$ cat src/rtl/bna_pkg.sv
// Shared types and defaults for the MAC-column control blocks.
// Holds the weight_load_ctrl state encoding and the stall counter width.
package bna_pkg;

    localparam int BNA_ARRAY_ROWS   = 16;
    localparam int BNA_WEIGHT_WIDTH = 8;
    localparam int WLC_STALL_CNT_W  = 32;

    typedef enum logic [2:0] {
        WLC_IDLE    = 3'd0,
        WLC_LOAD    = 3'd1,
        WLC_COMMIT  = 3'd2,
        WLC_COMPUTE = 3'd3,
        WLC_DRAIN   = 3'd4,
        WLC_DONE    = 3'd5
    } wlc_state_t;

endpackage

$ cat src/rtl/weight_load_ctrl.sv
// Weight load / compute / drain sequencer for one column of mac_unit_noadder PEs.
// Optional LOAD stall counter enabled by defining WLC_STALL_CNT_EN.
module weight_load_ctrl
    import bna_pkg::*;
#(
    parameter int ARRAY_ROWS        = BNA_ARRAY_ROWS,
    parameter int WEIGHT_WIDTH      = BNA_WEIGHT_WIDTH,
    parameter int COMPUTE_LEN_WIDTH = 16
) (
    input  logic                          clk,
    input  logic                          rst,
    input  logic                          start_i,
    input  logic [COMPUTE_LEN_WIDTH-1:0]  compute_len_i,
    output logic                          busy_o,
    output logic                          done_o,
    input  logic                          w_fifo_valid_i,
    input  logic [2*WEIGHT_WIDTH-1:0]     w_fifo_data_i,
    output logic                          w_fifo_ready_o,
    output logic                          prepare_weight_o,
    output logic                          set_weight_o,
    output logic [WEIGHT_WIDTH-1:0]       load_weight_data_0_o,
    output logic [WEIGHT_WIDTH-1:0]       load_weight_data_1_o,
    output logic                          act_rd_en_o,
    output logic [WLC_STALL_CNT_W-1:0]    stall_cycles_o
);

    localparam int CNT_W = $clog2(ARRAY_ROWS + 2);
    // The shared phase counter must also hold the full compute length.
    localparam int PH_W  = (COMPUTE_LEN_WIDTH > CNT_W) ? COMPUTE_LEN_WIDTH : CNT_W;

    localparam logic [PH_W-1:0] PH_ONE     = PH_W'(1);
    localparam logic [PH_W-1:0] LOAD_LAST  = PH_W'(ARRAY_ROWS - 1);
    localparam logic [PH_W-1:0] DRAIN_LAST = PH_W'(ARRAY_ROWS);

    wlc_state_t                   state_q, state_d;
    logic [PH_W-1:0]              cnt_q, cnt_d;
    logic [COMPUTE_LEN_WIDTH-1:0] len_q, len_d;
    logic                         start_acc;

    assign load_weight_data_0_o = w_fifo_data_i[WEIGHT_WIDTH-1:0];
    assign load_weight_data_1_o = w_fifo_data_i[2*WEIGHT_WIDTH-1:WEIGHT_WIDTH];
    assign start_acc            = (state_q == WLC_IDLE) && start_i;

    always_comb begin
        state_d          = state_q;
        cnt_d            = cnt_q;
        len_d            = len_q;
        busy_o           = (state_q != WLC_IDLE);
        done_o           = 1'b0;
        w_fifo_ready_o   = 1'b0;
        prepare_weight_o = 1'b0;
        set_weight_o     = 1'b0;
        act_rd_en_o      = 1'b0;
        unique case (state_q)
            WLC_IDLE: begin
                if (start_i) begin
                    len_d   = compute_len_i;
                    cnt_d   = '0;
                    state_d = WLC_LOAD;
                end
            end
            WLC_LOAD: begin
                w_fifo_ready_o   = 1'b1;
                prepare_weight_o = w_fifo_valid_i;
                if (w_fifo_valid_i) begin
                    if (cnt_q == LOAD_LAST) begin
                        cnt_d   = '0;
                        state_d = WLC_COMMIT;
                    end else begin
                        cnt_d = cnt_q + PH_ONE;
                    end
                end
            end
            WLC_COMMIT: begin
                set_weight_o = 1'b1;
                if (len_q == '0) begin
                    cnt_d   = '0;
                    state_d = WLC_DRAIN;
                end else begin
                    cnt_d   = PH_W'(len_q);
                    state_d = WLC_COMPUTE;
                end
            end
            WLC_COMPUTE: begin
                act_rd_en_o = 1'b1;
                if (cnt_q == PH_ONE) begin
                    cnt_d   = '0;
                    state_d = WLC_DRAIN;
                end else begin
                    cnt_d = cnt_q - PH_ONE;
                end
            end
            // Activations ripple through ARRAY_ROWS PEs plus one multiply cycle.
            WLC_DRAIN: begin
                if (cnt_q == DRAIN_LAST) begin
                    state_d = WLC_DONE;
                end else begin
                    cnt_d = cnt_q + PH_ONE;
                end
            end
            WLC_DONE: begin
                done_o  = 1'b1;
                state_d = WLC_IDLE;
            end
            default: state_d = WLC_IDLE;
        endcase
    end

    always_ff @(posedge clk) begin
        if (rst) begin
            state_q <= WLC_IDLE;
            cnt_q   <= '0;
            len_q   <= '0;
        end else begin
            state_q <= state_d;
            cnt_q   <= cnt_d;
            len_q   <= len_d;
        end
    end

`ifdef WLC_STALL_CNT_EN
    logic [WLC_STALL_CNT_W-1:0] stall_q, stall_d;

    function automatic logic [WLC_STALL_CNT_W-1:0] sat_inc(input logic [WLC_STALL_CNT_W-1:0] v);
        return (&v) ? v : v + WLC_STALL_CNT_W'(1);
    endfunction

    always_comb begin
        stall_d = stall_q;
        if (start_acc) begin
            stall_d = '0;
        end else if ((state_q == WLC_LOAD) && !w_fifo_valid_i) begin
            stall_d = sat_inc(stall_q);
        end
    end

    always_ff @(posedge clk) begin
        if (rst) begin
            stall_q <= '0;
        end else begin
            stall_q <= stall_d;
        end
    end

    assign stall_cycles_o = stall_q;
`else
    logic unused_start_acc;
    assign unused_start_acc = start_acc;
    assign stall_cycles_o   = '0;
`endif

endmodule
$ cat config.mk
export PLATFORM = sky130hd
export DESIGN_NAME = weight_load_ctrl
export DESIGN_NICKNAME = d
export VERILOG_FILES = /design/src/rtl/bna_pkg.sv /design/src/rtl/weight_load_ctrl.sv
export SDC_FILE = /design/constraint.sdc
export NUM_CORES = 1
export LEC_CHECK = 0
export BUFFER_PORTS_ARGS = -buffer_cell sky130_fd_sc_hd__buf_2
export CAP_MARGIN = 20
export CORE_UTILIZATION = 46
export DETAILED_ROUTE_END_ITERATION = 8
export MAX_ROUTING_LAYER = met4
export PLACE_DENSITY = 0.77
export SYNTH_ARGS = -nofsm -noshare
export SYNTH_HDL_FRONTEND = slang
export SYNTH_SLANG_ARGS = --single-unit
$ cat constraint.sdc
create_clock -name clk -period 1.9 [get_ports clk]
set_clock_uncertainty 0.05 [all_clocks]
set_input_delay 0.095 -clock clk [delete_from_list [all_inputs] [get_ports clk]]
set_output_delay 0.095 -clock clk [all_outputs]
set_load 0.03 [all_outputs]
# ---- Yosys cells after proc, flatten, opt, wreduce, memory -nomap -nowiden
# Cells that the tools add are included.
dict set report word_totals {
  regBits 35
  input_bits 36
  out_inout_bits 54
  word_cells 45
}
dict set report op_classes {
  addsub 2
  eq_ne 14
  mux 19
  n_reduce_logical 7
}
# operator count
set op_table {}
lappend op_table {{$mux W16} 6}
lappend op_table {{$pmux W16 S5} 1}
lappend op_table {{$mux W3} 6}
lappend op_table {{$add A16 B1 Y16 const B} 1}
lappend op_table {{$eq A16 B1 Y1 const B} 1}
lappend op_table {{$eq A16 B4 Y1 const B} 1}
lappend op_table {{$eq A16 B5 Y1 const B} 1}
lappend op_table {{$logic_not A16 Y1} 1}
lappend op_table {{$sub A16 B1 Y16 const B} 1}
lappend op_table {{$pmux W3 S5} 1}
lappend op_table {{$ne A2 B2 Y1 const B} 6}
lappend op_table {{$eq A3 B2 Y1 const B} 2}
lappend op_table {{$eq A3 B3 Y1 const B} 2}
lappend op_table {{$mux W1} 5}
lappend op_table {{$reduce_and A5 Y1} 1}
lappend op_table {{$reduce_bool A5 Y1} 1}
lappend op_table {{$reduce_and A4 Y1} 1}
lappend op_table {{$eq A3 B1 Y1 const B} 1}
lappend op_table {{$logic_not A3 Y1} 1}
lappend op_table {{$reduce_bool A3 Y1} 1}
lappend op_table {{$reduce_and A2 Y1} 1}

# ---- Depth between registers and ports, before layout
# Gate-level depths: netlist (run 1).
dict set report depth {
  depth_word 4
  ltp_mapped 8
  ltp_nobuf 8
}

# ---- Worst setup path after synthesis (run 1)
# No wires, ideal clock.
dict set report synth_path {
  path_type {register to register}
  from {register state_q[1]}
  to {register cnt_q[9]}
  setup_ns 0.070
  t_arrival_ns 2.118
  required_time_ns 1.780
  setup_slack_ns -0.338
  stages_incl_launch_ff 9
  path_buffers 2
  synth_period_minus_slack_ns 2.238
  cell_sequence {dfxtp_1 > nor2b_1 > nor2b_1 > and2_1 > clkbuf_1 > clkbuf_1 > o2bb2ai_1 > a31oi_1 > o2bb2ai_1}
}
dict set report synth_via {
  elab_chain_len 3
}
# element line
set synth_rtl {}
lappend synth_rtl {{start: declaration} weight_load_ctrl.sv:35} ;# wlc_state_t state_q, state_d;
lappend synth_rtl {{start signal: assignment} weight_load_ctrl.sv:115} ;# state_q <= state_d;
lappend synth_rtl {{$eq A3 B3 Y1, or another cell as far along} weight_load_ctrl.sv:54} ;# unique case (state_q)
lappend synth_rtl {{$reduce_bool A5 Y1 (no line) / $ne A2 B2 Y1 (equally long branches)} --}
lappend synth_rtl {{$reduce_and A4 Y1 (no line)} --}
lappend synth_rtl {{end signal: assignment} weight_load_ctrl.sv:116} ;# cnt_q <= cnt_d;
lappend synth_rtl {{end: declaration} weight_load_ctrl.sv:36} ;# logic [PH_W-1:0] cnt_q, cnt_d;
# Parallel ways exist; a longest one is shown, timed or not.
# A chain may end at the register's enable or synchronous reset.

# ---- Final worst setup path (run 1)
dict set report layout_path {
  from {register state_q[2]}
  to {register cnt_q[5]}
}
# The elaborated chain is that of the path after synthesis.

==> metrics, run 1 <==
status=finished with violations; failing checks=negative setup slack; fillers=402; first-pass GRT wire length=15190 µm; number of global-route vias before repair=3139; R2R cell count=7; most frequent CP cell=a21oi_2; ys async rst share=0; Hold Crit Depth=3; Reg2Reg Setup Slack=-0.39 ns; Worst Hold Path EP=len_q[0]; worst min-delay path startpoint=compute_len_i[0]; WHS=0.03768 ns; core region area=5608 µm²; H-tree depth=2; share of cells above drive strength 1=0.3945; R2R Path Start=state_q[2]; CTS tree=yes; antenna violations before repair=0; Final Hold Vio Count=0; max_slew headroom=0.5660; fmax=436.7 MHz; Port-buffer cells=25; Worst-Margin Slew=0.6428 ns; diode count=0; Seq/Total Area, Yosys=0.2575; predominant post-synthesis flop cell=dfxtp_1; DRC Markers=0; Internal=1.567 mW; switching power total=970.8 µW; number of iterations in the first detailed-routing pass=6; Starting Density=0.4853; sequential share of power=0.323; total clock sinks=35; crit share post-route=1.205; synth top area cells=dfxtp_1 (26%), buf_4 (14%), nand2_1 (7.2%); crit path max fanout=8; CTS max path bufs=2; Top-Level Pins=90; Bufs and invs on worst path=1; Worst Path Class, Setup=reg2reg; Ys Warns=0; Mapped Cells=360; Synth top area share=0.2575; Die ar.=6228 µm²; Worst Setup End Kind=flip-flop; num rows=27; Clock transition at path regs=0.08 ns; fin crit period=2.290 ns; Worst EP arrival=2.48 ns; Power Density=654.2 nW/µm²; final setup fails=20; latest clock arrival within the worst-skew pair=0.30 ns; grt ovf=0; First DRT Iteration DRCs=457; clock root buffer=clkbuf_8; post-route ant nets=0; post-DP HPWL=6527 µm; count of final max-slew check failures=0; most common cell in the netlist=nand2_1; Synth Area per Inst=7.559 µm²; most frequent cells after synthesis=nand2_1 (52), buf_4 (49), dfxtp_1 (35); cell accounting for the most synthesized area=dfxtp_1; Net Sw Frac=0.3825; Critical Path RT=2.09 ns; CP max stage delay=0.59 ns; Wirelength per Cell=19.01 µm; worst reg2reg path endpoint=cnt_q[5]; Total GRT Usage=0.3301; CP max-delay cell=o311ai_0; Tot Pwr=2.538 mW; Die X=78.92 µm; vias per cell=6.145; Die Height=78.92 µm; family with the most delay on the worst path=compound AO/OA/AOI/OAI gates; EDFF count, synth=0; clock group share of total power=0.247; startpoint types=flip-flop; nets@finish=513; LEAKAGE=1.719 nW; Worst Hold Class=in2reg; Peak VDD IR=531.1 µV; Layout area overhead=42.57%; Comb pwr share=0.430; Netlist Area Pre-Place=2721 µm²; via count=3355; Worst Setup Slack, final=-0.3900 ns; # Max-Cap Violations=0; worst path cell trace=nor2_1 > and2_1 > a21oi_2 > buf_4 > o311ai_0 > a21oi_2 > o21ai_1; Yosys reg bits=35; Synth cell types=61; WP depth=7; routability cong.=1.052; final wirelength=10380 µm; largest net degree at the start of global routing=24; unrepaired setup endpoints after global routing=yes; cts bufs inserted=5; pre-CTS setup slack=-0.2838 ns
-- routing by layer --
layer  part of all wire  vias up  global-route usage
li1                   -     1452                   -
met1               0.36     1544              0.3627
met2               0.48      271              0.5583
met3               0.10       88             0.08621
met4              0.062        0              0.1545
met5                  0        -                   -
-- placed cells by master (no fill, tap or decap), types with 3 or more instances in the layout --
master	netlist	routed
a211o_1	3	3
a211oi_1	4	3
a21oi_1	22	17
a21oi_2	0	5
a221oi_2	0	3
a31oi_1	4	4
and2_1	5	4
and3_1	6	5
buf_2	3	25
buf_4	49	101
buf_6	3	3
clkbuf_8	0	7
conb_1	1	32
dfxtp_1	35	30
dfxtp_4	0	3
dlygate4sd3_1	0	15
inv_1	7	5
nand2_1	52	51
nand3_1	9	8
nand4_1	7	7
nor2_1	24	22
nor3_1	12	10
nor4_1	7	6
nor4_4	3	4
o211ai_1	3	3
o21ai_0	12	4
o21ai_1	1	5
o21ai_2	0	4
o2bb2ai_1	8	7
xnor2_1	5	5
xor2_1	6	6
-- metrics by stage --
step                TNS (ns)    util  instance area [µm²]  instances
detailed placement    -4.142  0.6011                 3371        517
floorplan             -1.423       -                 2880        391
CTS                   -2.003  0.6736                 3777        543
global route          -5.428  0.6919                 3880        546
global placement      -3.103  0.6011                 3371        517
finish                -4.274  0.6919                 3880        546
-- layout make-up --
cell class	count	area, µm²	area share
Multi-Input combinational cell	278	1856	0.4782
Timing Repair Buffer	145	1087	0.2802
Sequential cell	35	714.4	0.1841
Clock buffer	8	100.1	0.02580
Tap cell	72	90.09	0.02322
Inverter	8	32.53	0.008384
-- cells by family (layout without fill, tap and decap cells) --
kind of cell | after synthesis | after routing | share of synthesized area
adder cells (fa/ha/maj) | 4 | 4 | 0.01839
AO/OA/AOI/OAI | 88 | 88 | 0.2299
flip-flops | 35 | 35 | 0.2575
other | 1 | 32 | 0.001378
AND/OR/NAND/NOR | 143 | 143 | 0.2727
XOR/XNOR | 11 | 11 | 0.03540
buffers and inverters | 78 | 161 | 0.1848
-- worst reg2reg max path, delay by kind of cell (launching register included) --
| kind | cells | cell delay [ns] |
|---|---|---|
| AO/OA/AOI/OAI | 4 | 1.00 |
| buffers and inverters | 1 | 0.19 |
| flip-flops | 1 | 0.41 |
| AND/OR/NAND/NOR | 2 | 0.59 |
-- sequential cells by signal, summed over array words and instances, names as in the netlist --
| register | count |
|---|---|
| state_q | 3 |
| cnt_q | 16 |
| len_q | 16 |
-- power by group through the flow --
stage | sequential [mW] | clock (mW) | combinational, mW
2_1_floorplan | 0.833 | 0 | 0.646
3_3_place_gp | 0.831 | 0 | 0.883
3_5_place_dp | 0.835 | 0 | 0.908
4_1_cts | 0.819 | 0.620 | 0.986
5_1_grt | 0.824 | 0.651 | 1.14
6_report | 0.820 | 0.627 | 1.09
-- worst max path at each step --
stage,start,end,slack [ns]
final,state_q[2],cnt_q[5],-0.39
after global routing,state_q[2],cnt_q[5],-0.51
after CTS,cnt_q[8],cnt_q[8],-0.17
after detailed placement,cnt_q[9],cnt_q[15],-0.28
after global placement,cnt_q[8],cnt_q[15],-0.25
after floorplan,cnt_q[8],cnt_q[8],-0.15
-- what timing repair did --
item,CTS,global route
pin swaps,14,10
setup buffers,3,3
resized for setup,35,18
endpoints found under the hold margin,15,0
setup endpoints to repair,19,19
hold buffers,15,0
Note: power is estimated with default switching activity, not from simulation.
==> run 2, diff against run 1 <==
--- a/config.mk
+++ b/config.mk
@@ -7,10 +7,11 @@
 export LEC_CHECK = 0
 export BUFFER_PORTS_ARGS = -buffer_cell sky130_fd_sc_hd__buf_2
 export CAP_MARGIN = 20
-export CORE_UTILIZATION = 46
+export CORE_UTILIZATION = 40
 export DETAILED_ROUTE_END_ITERATION = 8
+export HOLD_SLACK_MARGIN = 0.1
 export MAX_ROUTING_LAYER = met4
-export PLACE_DENSITY = 0.77
+export PLACE_DENSITY = 0.68
 export SYNTH_ARGS = -nofsm -noshare
 export SYNTH_HDL_FRONTEND = slang
 export SYNTH_SLANG_ARGS = --single-unit
==> metrics, run 2 (synthesis gave the netlist of run 1 again) <==
Final Hold Vio Count=0; latest clock arrival within the worst-skew pair=0.29 ns; nets@finish=519; clock group share of total power=0.275; Worst-Margin Slew=0.5948 ns; diode count=0; CTS max path bufs=2; LEAKAGE=1.751 nW; Largest regs=cnt_q x16, len_q x16, state_q x3; Worst Setup End Kind=flip-flop; Total GRT Usage=0.2751; switching power total=928.5 µW; crit share post-route=1.089; Worst Path Class, Setup=reg2reg; Internal=1.673 mW; First DRT Iteration DRCs=298; Starting Density=0.4213; Net Sw Frac=0.3569; final wirelength=9442 µm; Design Area, Final=3989 µm²; startpoint types=flip-flop; Die ar.=7137 µm²; antenna violations before repair=0; core region area=6459 µm²; Critical Path RT=2.03 ns; fin util=0.6176; grt ovf=0; Power Density=652.2 nW/µm²; fmax=483.4 MHz; H-tree depth=2; num rows=29; number of iterations in the first detailed-routing pass=7; fin crit period=2.069 ns; WHS=0.1400 ns; unrepaired setup endpoints after global routing=yes; share of cells above drive strength 1=0.4167; Top-Level Pins=90; DRC Markers=10; post-route ant nets=0; Port-buffer cells=25; final std cells w/o fill=557; total clock sinks=35; # Max-Cap Violations=0; Clock transition at path regs=0.08 ns; sequential share of power=0.317; routability cong.=0.9557; Tot Pwr=2.602 mW; post-DP HPWL=6608 µm; fillers=509; clock root buffer=clkbuf_8; Die Height=84.48 µm; Wirelength per Cell=16.95 µm; most frequent cells in the layout=buf_4 (102), nand2_1 (51), conb_1 (32), dfxtp_1 (25), buf_2 (25); placed insts=527; Peak VDD IR=496.9 µV; Worst EP arrival=2.20 ns; status=finished with violations; failing checks=design-rule violations, negative setup slack; vias per cell=5.546; count of final max-slew check failures=0; Die X=84.48 µm; setup_tns=-1.940 ns; Worst Setup Slack, final=-0.1687 ns; first-pass GRT wire length=14720 µm; crit path max fanout=6; final setup fails=17; Worst Hold Class=in2out; pre-CTS setup slack=-0.2319 ns; Comb pwr share=0.408; max_slew headroom=0.5993; number of global-route vias before repair=2863; most common cell after layout, fill and taps aside=buf_4; via count=3089; Layout area overhead=46.57%; CTS tree=yes; Cell Area, Placed=3415 µm²; cts bufs inserted=5; largest net degree at the start of global routing=22
## run 2: changes by cell type in the layout (fill, tap and decap cells not counted), sizes merged
cell         before  now
buf             130  134
clkbuf            8    6
dlygate4sd3      15   17
bufinv            0    1
clkinv            1    2
## run 2: area by class of cell
cell class              count  area (µm²)  share of cell area
well taps                  77       96.34             0.02415
flip-flops and latches     35       720.7              0.1807
repair buffers            151        1149              0.2880
multi-input cells         278        1873              0.4696
inverters                   8       32.53            0.008156
clock buffers               6       82.58             0.02070
clock inverters             2       35.03            0.008783
## run 2: routing by layer
| layer | share of wire | vias up | GRT usage |
|---|---|---|---|
| li1 | - | 1458 | - |
| met1 | 0.42 | 1461 | 0.3329 |
| met2 | 0.49 | 152 | 0.4560 |
| met3 | 0.072 | 18 | 0.05703 |
| met4 | 0.017 | 0 | 0.09091 |
| met5 | 0 | - | - |
## run 2: worst paths after layout
path                                  startpoint                      end  slack, ns  depth (start not counted)
worst min register to register          cnt_q[9]                 cnt_q[9]       0.46                          1
worst max register to register          cnt_q[8]                cnt_q[13]      -0.17                          7
worst min-delay path            w_fifo_data_i[2]  load_weight_data_0_o[2]       0.14                          0
worst max-delay path                    cnt_q[8]                cnt_q[13]      -0.17                          7
## run 2: critical path: stages, from the launching register on
cell and delay, ns:
dfxtp_2 0.34, nor4_4 0.36, nand2_2 0.11, o41a_1 0.42, o211ai_2 0.27, buf_4 0.16
nor2_2 0.03, a211o_1 0.22
## run 2: what timing repair did
item	in CTS	in global routing
setup endpoints to repair	19	18
setup buffers	1	4
pin swaps	12	10
gates cloned	0	0
resized for setup	43	24
endpoints found under the hold margin	18	0
hold buffers	17	0
## run 2: power by group through the flow
stage / Combinational (mW) / Clock [mW] / Sequential (mW)
after CTS: 0.994 / 0.720 / 0.821
after detailed placement: 0.907 / 0 / 0.836
after floorplan: 0.646 / 0 / 0.833
after global placement: 0.899 / 0 / 0.834
after global routing: 1.13 / 0.756 / 0.831
final: 1.06 / 0.716 / 0.825
